--- config.mk ---
export PLATFORM = sky130hd
export DESIGN_NAME = id_hazard_scoreboard
export DESIGN_NICKNAME = d
export VERILOG_FILES = /design/src/rtl/id_hazard_scoreboard.sv
export SDC_FILE = /design/constraint.sdc
export NUM_CORES = 1
export LEC_CHECK = 0
export ABC_AREA = 1
export BUFFER_PORTS_ARGS = -buffer_cell sky130_fd_sc_hd__buf_2
export CAP_MARGIN = 40
export CORE_ASPECT_RATIO = 0.75
export CORE_MARGIN = 5
export CORE_UTILIZATION = 49
export CTS_BUF_LIST = sky130_fd_sc_hd__clkbuf_16
export CTS_CLUSTER_SIZE = 10
export DETAILED_ROUTE_END_ITERATION = 8
export PLACE_DENSITY = 0.72
export SLEW_MARGIN = 40
export SYNTH_ARGS = -nofsm -noshare
export SYNTH_HDL_FRONTEND = slang
export SYNTH_SLANG_ARGS = --single-unit
--- constraint.sdc ---
create_clock -name i_clk -period 5 [get_ports i_clk]
set_input_delay 0.5 -clock i_clk [delete_from_list [all_inputs] [get_ports i_clk]]
set_output_delay 0.5 -clock i_clk [all_outputs]
set_load 0.005 [all_outputs]
--- src/rtl/id_hazard_scoreboard.sv ---
// ID-stage hazard and forwarding scoreboard for a 5-stage pipeline.
// Tracks EX/MEM/WB destinations, raises load-use stalls/bubbles, and registers EX forwarding selects.
module id_hazard_scoreboard #(
  parameter int unsigned CNT_W     = 32,
  parameter bit          WB_BYPASS = 1'b1
) (
  input  logic             i_clk,
  input  logic             i_rst,
  input  logic             i_id_insn_vld,
  input  logic             i_id_is_rs1,
  input  logic             i_id_is_rs2,
  input  logic [4:0]       i_id_rs1_addr,
  input  logic [4:0]       i_id_rs2_addr,
  input  logic [4:0]       i_id_rd_addr,
  input  logic             i_id_rd_wren,
  input  logic             i_id_mem_rden,
  input  logic             i_ex_flush,
  input  logic             i_perf_clr,
  output logic             o_stall,
  output logic             o_id_bubble,
  output logic [1:0]       o_ex_fwd_a_sel,
  output logic [1:0]       o_ex_fwd_b_sel,
  output logic [31:0]      o_busy_mask,
  output logic [CNT_W-1:0] o_stall_cnt,
  output logic [CNT_W-1:0] o_bubble_cnt
);

  localparam int unsigned REG_W  = 5;
  localparam int unsigned NREG   = 32;

  typedef struct packed {
    logic             vld;
    logic [REG_W-1:0] rd;
    logic             ld;
  } slot_t;

  typedef enum logic [1:0] {
    FWD_RF  = 2'd0,
    FWD_MEM = 2'd1,
    FWD_WB  = 2'd2,
    FWD_BYP = 2'd3
  } fwd_sel_e;

  slot_t      s_ex, s_mem, s_wb, s_ex_nxt;
  fwd_sel_e   fwd_a_q, fwd_b_q, fwd_a_nxt, fwd_b_nxt;
  logic [CNT_W-1:0] stall_cnt_q, bubble_cnt_q;

  logic rs1_hit_ex, rs1_hit_mem, rs1_hit_wb;
  logic rs2_hit_ex, rs2_hit_mem, rs2_hit_wb;
  logic load_use, issue;

  function automatic logic rs_hit(input slot_t s, input logic rd_en, input logic [REG_W-1:0] addr);
    return s.vld && rd_en && (addr == s.rd) && (addr != '0);
  endfunction

  // Youngest producer wins; an EX-slot producer will be in MEM when the consumer reaches EX.
  function automatic fwd_sel_e pick_fwd(input logic h_ex, input logic h_mem, input logic h_wb);
    fwd_sel_e sel;
    sel = FWD_RF;
    if (h_ex)
      sel = FWD_MEM;
    else if (h_mem)
      sel = FWD_WB;
    else if (h_wb && WB_BYPASS)
      sel = FWD_BYP;
    return sel;
  endfunction

  function automatic logic [NREG-1:0] slot_onehot(input slot_t s);
    return s.vld ? (NREG'(1) << s.rd) : '0;
  endfunction

  assign rs1_hit_ex  = rs_hit(s_ex,  i_id_is_rs1, i_id_rs1_addr);
  assign rs1_hit_mem = rs_hit(s_mem, i_id_is_rs1, i_id_rs1_addr);
  assign rs1_hit_wb  = rs_hit(s_wb,  i_id_is_rs1, i_id_rs1_addr);
  assign rs2_hit_ex  = rs_hit(s_ex,  i_id_is_rs2, i_id_rs2_addr);
  assign rs2_hit_mem = rs_hit(s_mem, i_id_is_rs2, i_id_rs2_addr);
  assign rs2_hit_wb  = rs_hit(s_wb,  i_id_is_rs2, i_id_rs2_addr);

  // A flush kills the ID instruction, so it never stalls while a redirect is in flight.
  assign load_use    = i_id_insn_vld & s_ex.ld & (rs1_hit_ex | rs2_hit_ex);
  assign o_stall     = load_use & ~i_ex_flush;
  assign o_id_bubble = o_stall | i_ex_flush;
  assign issue       = i_id_insn_vld & ~o_id_bubble;

  always_comb begin
    s_ex_nxt  = '0;
    fwd_a_nxt = FWD_RF;
    fwd_b_nxt = FWD_RF;
    if (issue) begin
      s_ex_nxt.vld = i_id_rd_wren & (i_id_rd_addr != '0);
      s_ex_nxt.rd  = i_id_rd_addr;
      s_ex_nxt.ld  = i_id_mem_rden;
      fwd_a_nxt    = pick_fwd(rs1_hit_ex, rs1_hit_mem, rs1_hit_wb);
      fwd_b_nxt    = pick_fwd(rs2_hit_ex, rs2_hit_mem, rs2_hit_wb);
    end
  end

  always_ff @(posedge i_clk) begin
    if (!i_rst) begin
      s_ex         <= '0;
      s_mem        <= '0;
      s_wb         <= '0;
      fwd_a_q      <= FWD_RF;
      fwd_b_q      <= FWD_RF;
      stall_cnt_q  <= '0;
      bubble_cnt_q <= '0;
    end else begin
      s_wb    <= s_mem;
      s_mem   <= s_ex;
      s_ex    <= s_ex_nxt;
      fwd_a_q <= fwd_a_nxt;
      fwd_b_q <= fwd_b_nxt;
      if (i_perf_clr)
        stall_cnt_q <= '0;
      else if (o_stall && (stall_cnt_q != '1))
        stall_cnt_q <= stall_cnt_q + CNT_W'(1);
      if (i_perf_clr)
        bubble_cnt_q <= '0;
      else if (o_id_bubble && (bubble_cnt_q != '1))
        bubble_cnt_q <= bubble_cnt_q + CNT_W'(1);
    end
  end

  assign o_ex_fwd_a_sel = fwd_a_q;
  assign o_ex_fwd_b_sel = fwd_b_q;
  assign o_busy_mask    = (slot_onehot(s_ex) | slot_onehot(s_mem) | slot_onehot(s_wb)) & ~NREG'(1);
  assign o_stall_cnt    = stall_cnt_q;
  assign o_bubble_cnt   = bubble_cnt_q;

endmodule

==> results by group, run 1 <==
Run status
  – Outcome: finished, final reports clean

Setup path
  – Critical path class: flop to primary output
  – Critical Path RT: 4.50 ns
  – Max FO, Critical Path: 38
  – Reg2reg start: s_ex[1]
  – Startpoint class of the critical path: flop
  – Worst path arrival time: 2.52 ns
  – Worst setup EP type: primary output
  – Worst setup path start: s_ex[1]

Yosys
  – Largest family of logic cells by synthesized area: simple AND/OR/NAND/NOR gates
  – Number of synthesized register bits: 87
  – Post-synth top area cell: dfxtp_1
  – Top cell type's share of synthesized area: 26.9%
  – Adder-Cell Fraction of Synth Area: 0.387%
  – Xor/xnor cell area share of the yosys netlist: 6.36%
  – Synth area leaders: dfxtp_1, nand2_1, nor2_1
  – Synth cell types: 36
  – Compound-Gate Fraction of Synth Area: 8.74%
  – Post-Syn Instances: 1053
  – Syn nets: 1079
  – Post-synthesis mux area share: 0%
  – Mean Syn Cell Area: 6.15 µm²
  – Synth Area in Simple Gates: 47.8%
  – Yosys warns: 0
  – Synth Cell Area: 0.00647 mm²
  – Part of the Yosys area used for sequential elements: 26.9%

CTS
  – Cts bufs inserted: 9
  – H-tree depth: 3
  – # hold bufs at CTS: 0
  – Root Driver: clkbuf_16
  – CTS Buffer Depth: 2
  – Setup Buffers After CTS: 0
  – Quantity of gates resized following cts: 0
  – Worst-path clk slew: 0.07 ns
  – CTS Sinks: 87
  – Worst skew pair latency: 0.35 ns
  – CTS tree: yes

Finish
  – Non-filler cells, final: 1326
  – Fillers: 1358
  – Antenna Cells: 0
  – Nets: 1176
  – Layout cells sized above 1: 18.4%
  – Layout area overhead: 14.2%
  – Finished Cell Area: 0.00739 mm²

Power
  – Max rail drop VDD: 0.174 mV
  – Switch share: 23.7%
  – Seq pwr share: 46.2%
  – Clock share of power: 48.3%
  – Leak Pwr: 3.01 nW
  – Combinational Power Share: 5.4%
  – Pwr Density: 206 mW/mm²
  – Final Power: 1.52 mW
  – Int Pwr: 1.16 mW
  – Switching Power: 361 µW

STA
  – RSZ-0062 raised after global routing: false
  – Final period util: 60.4%
  – Setup TNS: 0 ns
  – Fin. Hold Viols: 0
  – Clock skew: 0.00559 ns
  – Slew @ Worst Pin: 0.931 ns
  – Final Max Tran Viols: 0
  – # setup viols final: 0
  – Slew margin rel.: 37.4%
  – FMAX: 331 MHz
  – Minimum clock period: 3.02 ns

Place
  – # port buffers: 124
  – Post-DP HPWL: 14600 µm
  – Routability Congestion: 0.964
  – Placed inst area: 0.00707 mm²
  – Placed Cells: 1310

Floorplanning
  – I/O Pins: 126
  – Die Wd: 143 µm
  – Row Count: 36
  – Core Region: 0.0130 mm²
  – Die ar.: 0.0156 mm²
  – Initial Utilization: 49.9%
  – Die height: 110 µm

Global route
  – Largest net degree at the start of global routing: 62
  – Number of global-route vias before repair: 6481
  – Total routing usage reported by global routing: 24.9%
  – Antenna violations before repair: 0
  – Global-route wire length before repair: 32100 µm
  – Overflow after GRT: 0

Run
  – Max Cap Viol: 0

Drt
  – Routed vias: 7127
  – Avg WL per Cell: 14.7 µm
  – Via density: 5.37
  – Antenna viol nets, final: 0
  – Detailed-route wire length: 19500 µm
  – 1st-iter DRT viols: 646
  – # DRC: 0
  – Drt first pass iters: 5

Hold path
  – Hold_sp: i_id_mem_rden
  – Min-Delay Path Class: primary input to flop
[critical path: stages, from the launching register on]
cell	delay, ns
dfxtp_1	0.57
inv_1	0.28
nand2_1	0.11
nand3_1	0.09
nor2_1	0.15
nand2_2	0.11
nand2_4	0.09
nand2_2	0.07
nand2_4	0.45
buf_2	0.22
[power by group through the flow]
stage | clock network [mW] | registers, mW | logic (mW)
floorplan | 0 | 0.714 | 0.0639
global placement | 0 | 0.719 | 0.0814
detailed placement | 0 | 0.719 | 0.0814
CTS | 0.750 | 0.703 | 0.0818
global route | 0.781 | 0.704 | 0.0920
finish | 0.736 | 0.704 | 0.0827
[cells in the mapped netlist, drive strengths merged]
cell,n
and2,2
nand2,395
clkinv,5
ha,2
dfxtp,87
nand3b,7
xnor2,11
or2,1
nand3,82
o22ai,4
o211ai,4
conb,1
a21oi,71
nor4,24
buf,23
nor2,109
nand4,18
nor3,51
a211oi,2
clkbuf,17
o21ai,7
inv,92
o31ai,1
xor2,36
and3,1
[through the flow]
| step | worst slack, ns | util [%] | hold slack (ns) |
|---|---|---|---|
| 3_5_place_dp | 2.41 | 54.5 | 0.483 |
| 3_3_place_gp | 2.15 | 54.4 | 0.476 |
| 2_1_floorplan | 3.07 | - | 0.446 |
| 5_1_grt | 1.82 | 57.0 | 0.367 |
| 6_report | 1.98 | 57.0 | 0.368 |
| 4_1_cts | 2.02 | 57.0 | 0.359 |
[path summary, 6_finish.rpt]
check | endpoint | slack (ns) | cells past startpoint
worst min-delay path | s_ex[0] | 0.37 | 3
worst min register to register | o_stall_cnt[31] | 0.49 | 2
worst max-delay path | o_id_bubble | 1.98 | 9
worst max register to register | o_bubble_cnt[3] | 2.35 | 11
[layout make-up]
class / instances / area (µm²) / share of cell area, %
clock inverter: 7 / 101 / 1.37
timing repair buffer: 126 / 636 / 8.60
tap: 171 / 214 / 2.89
inverter: 97 / 364 / 4.92
clock buffer: 9 / 225 / 3.05
sequential: 87 / 1740 / 23.6
multi-input combinational: 829 / 4110 / 55.6
[sequential cells by signal (all words and copies together) (netlist names)]
signal and count:
o_bubble_cnt 32, o_ex_fwd_a_sel 2, o_ex_fwd_b_sel 2, o_stall_cnt 32, s_ex 7, s_mem 6, s_wb 6
[cell usage in the layout, fill, tap and decap left out, types with 3 or more instances in the layout]
cell type  synthesis  routed
nand3_1           54      54
nor2_1           104     104
xor2_1            36      36
o21ai_0            7       7
nand2_1          388     388
a21oi_1           45      45
a21oi_2           26      26
clkbuf_16          0       9
nand2_4            3       3
nand3b_1           7       7
inv_6              0       3
nand4_1           18      18
inv_1             91      91
nand3_2           28      27
nor4_1            24      24
o22ai_1            4       4
buf_2              9     124
nor2_2             5       4
nor3_1            49      49
nand2_2            4       4
xnor2_1           11      11
o211ai_1           4       4
clkinv_1           5       4
dfxtp_1           87      87
[cell families (layout without fill, tap and decap cells)]
group,count (synthesis),in the layout
and+or+nand+nor,690,690
buffers and inverters,137,239
AOI/OAI and AO/OA,89,89
DFF,87,87
xor gates and xnor gates,47,47
adders and majority gates,2,2
other,1,1
[routing by layer]
layer	up-vias	part of all wire [%]	track usage (%)
li1	3581	-	-
met1	3187	47	36.7
met2	330	42	37.4
met3	29	9.2	5.70
met4	0	1.3	4.88
met5	-	0	0
Power figures use the tool's default switching activity.
==> run 2: changes to the inputs <==
--- a/config.mk
+++ b/config.mk
@@ -14,7 +14,7 @@
 export CTS_BUF_LIST = sky130_fd_sc_hd__clkbuf_16
 export CTS_CLUSTER_SIZE = 10
 export DETAILED_ROUTE_END_ITERATION = 8
-export PLACE_DENSITY = 0.72
+export PLACE_DENSITY = 0.75
 export SLEW_MARGIN = 40
 export SYNTH_ARGS = -nofsm -noshare
 export SYNTH_HDL_FRONTEND = slang
==> constraint.sdc (replaced) <==
create_clock -name i_clk -period 2.5 [get_ports i_clk]
set_input_delay 0.25 -clock i_clk [delete_from_list [all_inputs] [get_ports i_clk]]
set_output_delay 0.25 -clock i_clk [all_outputs]
set_load 0.005 [all_outputs]
==> results by group, run 2 (same netlist as run 1, synthesis figures left out) <==
Drt
  – 1st-iter DRT viols: 837 (was 646)
  – # DRC: 0 (unchanged)
  – Via density: 5.45 (was 5.37)
  – Avg WL per Cell: 15.2 µm (was 14.7 µm)
  – Routed vias: 7427 (was 7127)
  – Antenna viol nets, final: 0 (unchanged)
  – Detailed-route wire length: 20700 µm (was 19500 µm)
  – Drt first pass iters: 5 (unchanged)

Floorplanning
  – Die height: 110 µm (unchanged)
  – I/O Pins: 126 (unchanged)
  – Die ar.: 0.0156 mm² (unchanged)
  – Die Wd: 143 µm (unchanged)
  – Row Count: 36 (unchanged)
  – Initial Utilization: 49.9% (unchanged)
  – Core Region: 0.0130 mm² (unchanged)

Power
  – Switch share: 23.7% (about the same)
  – Pwr Density: 378 mW/mm² (was 206 mW/mm²)
  – Combinational Power Share: 6.5% (was 5.4%)
  – Switching Power: 685 µW (was 361 µW)
  – Seq pwr share: 48.5% (was 46.2%)
  – Max rail drop VDD: 0.314 mV (was 0.174 mV)
  – Clock share of power: 45.0% (was 48.3%)
  – Leak Pwr: 3.21 nW (was 3.01 nW)
  – Int Pwr: 2.21 mW (was 1.16 mW)

Setup path
  – Worst path slowest cell: dfxtp_1 (unchanged)
  – Most used cell, CP: nand2_1
  – Buf+Inv Stages, Crit Path: 4 (was 2)
  – CP Cell Sequence: inv_1 > nand2_1 > nand2_1 > nand2_1 > nor2_2 > nand2_2 > nand2_4 > buf_4 > nand2_2 > nand2_8 > buf_12 > buf_2 (was inv_1 > nand2_1 > nand3_1 > nor2_1 > nand2_2 > nand2_4 > nand2_2 > nand2_4 > buf_2)
  – Max incr delay on CP: 0.47 ns (was 0.57 ns)
  – Crit path max-delay family: simple AND/OR/NAND/NOR gates (unchanged)
  – Startpoint class of the critical path: flop (unchanged)
  – Worst setup EP type: primary output (unchanged)
  – Critical path class: flop to primary output (unchanged)
  – Worst path arrival time: 2.11 ns (was 2.52 ns)
  – Critical Path RT: 2.25 ns (was 4.50 ns)
  – Max FO, Critical Path: 20 (was 38)

Global route
  – M1 GR Usage: 38.0% (was 36.7%)
  – Global-route wire length before repair: 33100 µm (was 32100 µm)
  – Met3 usage: 6.43% (was 5.70%)
  – Number of global-route vias before repair: 6645 (was 6481)
  – Largest net degree at the start of global routing: 47 (was 62)
  – Antenna violations before repair: 0 (unchanged)
  – Overflow after GRT: 0 (unchanged)
  – Met2 usage: 38.8% (was 37.4%)
  – Total routing usage reported by global routing: 26.1% (was 24.9%)
  – Most Crowded Layer GR: met2 (unchanged)

STA
  – FMAX: 423 MHz
  – Setup TNS: 0 ns (unchanged)
  – Slew margin rel.: 57.3% (was 37.4%)
  – Minimum clock period: 2.36 ns
  – Final Max Tran Viols: 0 (unchanged)
  – Slew @ Worst Pin: 0.638 ns (was 0.931 ns)
  – # setup viols final: 0 (unchanged)
  – RSZ-0062 raised after global routing: false (unchanged)
  – Fin. Hold Viols: 0 (unchanged)
  – Clock skew: 0.00641 ns (was 0.00559 ns)
  – Final period util: 94.5%

Finish
  – Fillers: 1290 (was 1358)
  – Layout cells sized above 1: 20.6% (was 18.4%)
  – Antenna Cells: 0 (unchanged)
  – Layout area overhead: 18.3% (was 14.2%)
  – Commonest non-fill, non-tap cell in the layout: nand2_1 (unchanged)
  – Most frequent cells in the layout: nand2_1, buf_2, nor2_1, inv_1, dfxtp_1 (unchanged)
  – Nets: 1212 (was 1176)
  – Layout Utilization: 59.0% (was 57.0%)

CTS
  – Cts bufs inserted: 9 (unchanged)
  – CTS tree: yes (unchanged)
  – Worst-path clk slew: 0.06 ns (was 0.07 ns)
  – Setup Buffers After CTS: 0 (unchanged)
  – Worst skew pair latency: 0.34 ns (was 0.35 ns)
  – Root Driver: clkbuf_16 (unchanged)
  – H-tree depth: 3 (unchanged)
  – CTS Sinks: 87 (unchanged)
  – CTS Buffer Depth: 2 (unchanged)

Place
  – Post-DP HPWL: 15700 µm (was 14600 µm)
  – Routability Congestion: 1.01 (was 0.964)
  – # port buffers: 124 (unchanged)

Run status
  – Outcome: finished, final reports clean (unchanged)

Run
  – Max Cap Viol: 0 (unchanged)

Hold path
  – Min-Delay Path Class: primary input to flop (unchanged)
==> run 2: cell type report <==
class,count,area (µm²),share of cell area (%)
multi-input combinational,829,4110,53.7
inverter,97,364,4.75
clock buffer,9,225,2.94
tap,171,214,2.79
clock inverter,7,57.6,0.752
timing repair buffer,162,943,12.3
sequential,87,1740,22.7
==> run 2: what timing repair did <==
item | 4_1_cts | 5_1_grt
resized for setup | 0 | 1
endpoints found under the hold margin | 0 | 0
endpoints found under the setup margin | 0 | 1
hold buffers | 0 | 0
==> run 2: worst register-to-register path, cell delays in order, from the launching register on <==
cell and delay [ns]:
dfxtp_1 0.38, ha_1 0.23, nand2_1 0.09, nor2_2 0.14, nand2_2 0.12, nor2_2 0.19
nand3_2 0.23, buf_4 0.31, nand2_1 0.09, inv_1 0.05, nand2_1 0.06, nand2_1 0.05
nand2_1 0.05, nor2_1 0.04
==> run 2: power groups by stage <==
stage	clock network, mW	registers [mW]	logic [mW]
2_1_floorplan	0	1.43	0.128
3_3_place_gp	0	1.43	0.181
3_5_place_dp	0	1.43	0.182
4_1_cts	1.32	1.40	0.182
5_1_grt	1.39	1.40	0.204
6_report	1.30	1.40	0.187
==> run 2: routing by layer <==
metal,share of wire [%],vias to the layer above
met2,41,376
met5,0,-
met4,2.0,0
met1,47,3362
li1,-,3646
met3,9.7,43
==> run 2: worst paths after layout <==
kind              depth (start not counted)  slack (ns)                to       startpoint
hold / removal                            3        0.13           s_ex[0]    i_id_mem_rden
hold reg to reg                           2        0.49          s_mem[6]          s_ex[6]
setup reg to reg                         13        0.35  o_bubble_cnt[18]  o_bubble_cnt[0]
setup / recovery                         12        0.14       o_id_bubble          s_ex[3]
==> run 2: through the flow <==
step | std cells | hold slack [ns] | instance area [µm²] | setup slack (ns) | total power [mW]
5_1_grt | 1362 | 0.143 | 7660 | 0.00779 | 2.99
4_1_cts | 1362 | 0.128 | 7640 | 0.115 | 2.91
3_3_place_gp | 1346 | 0.475 | 7360 | 0.281 | 1.62
6_report | 1362 | 0.135 | 7660 | 0.137 | 2.89
3_5_place_dp | 1346 | 0.474 | 7360 | 0.253 | 1.62
2_1_floorplan | 1053 | 0.348 | 6470 | 0.665 | 1.56
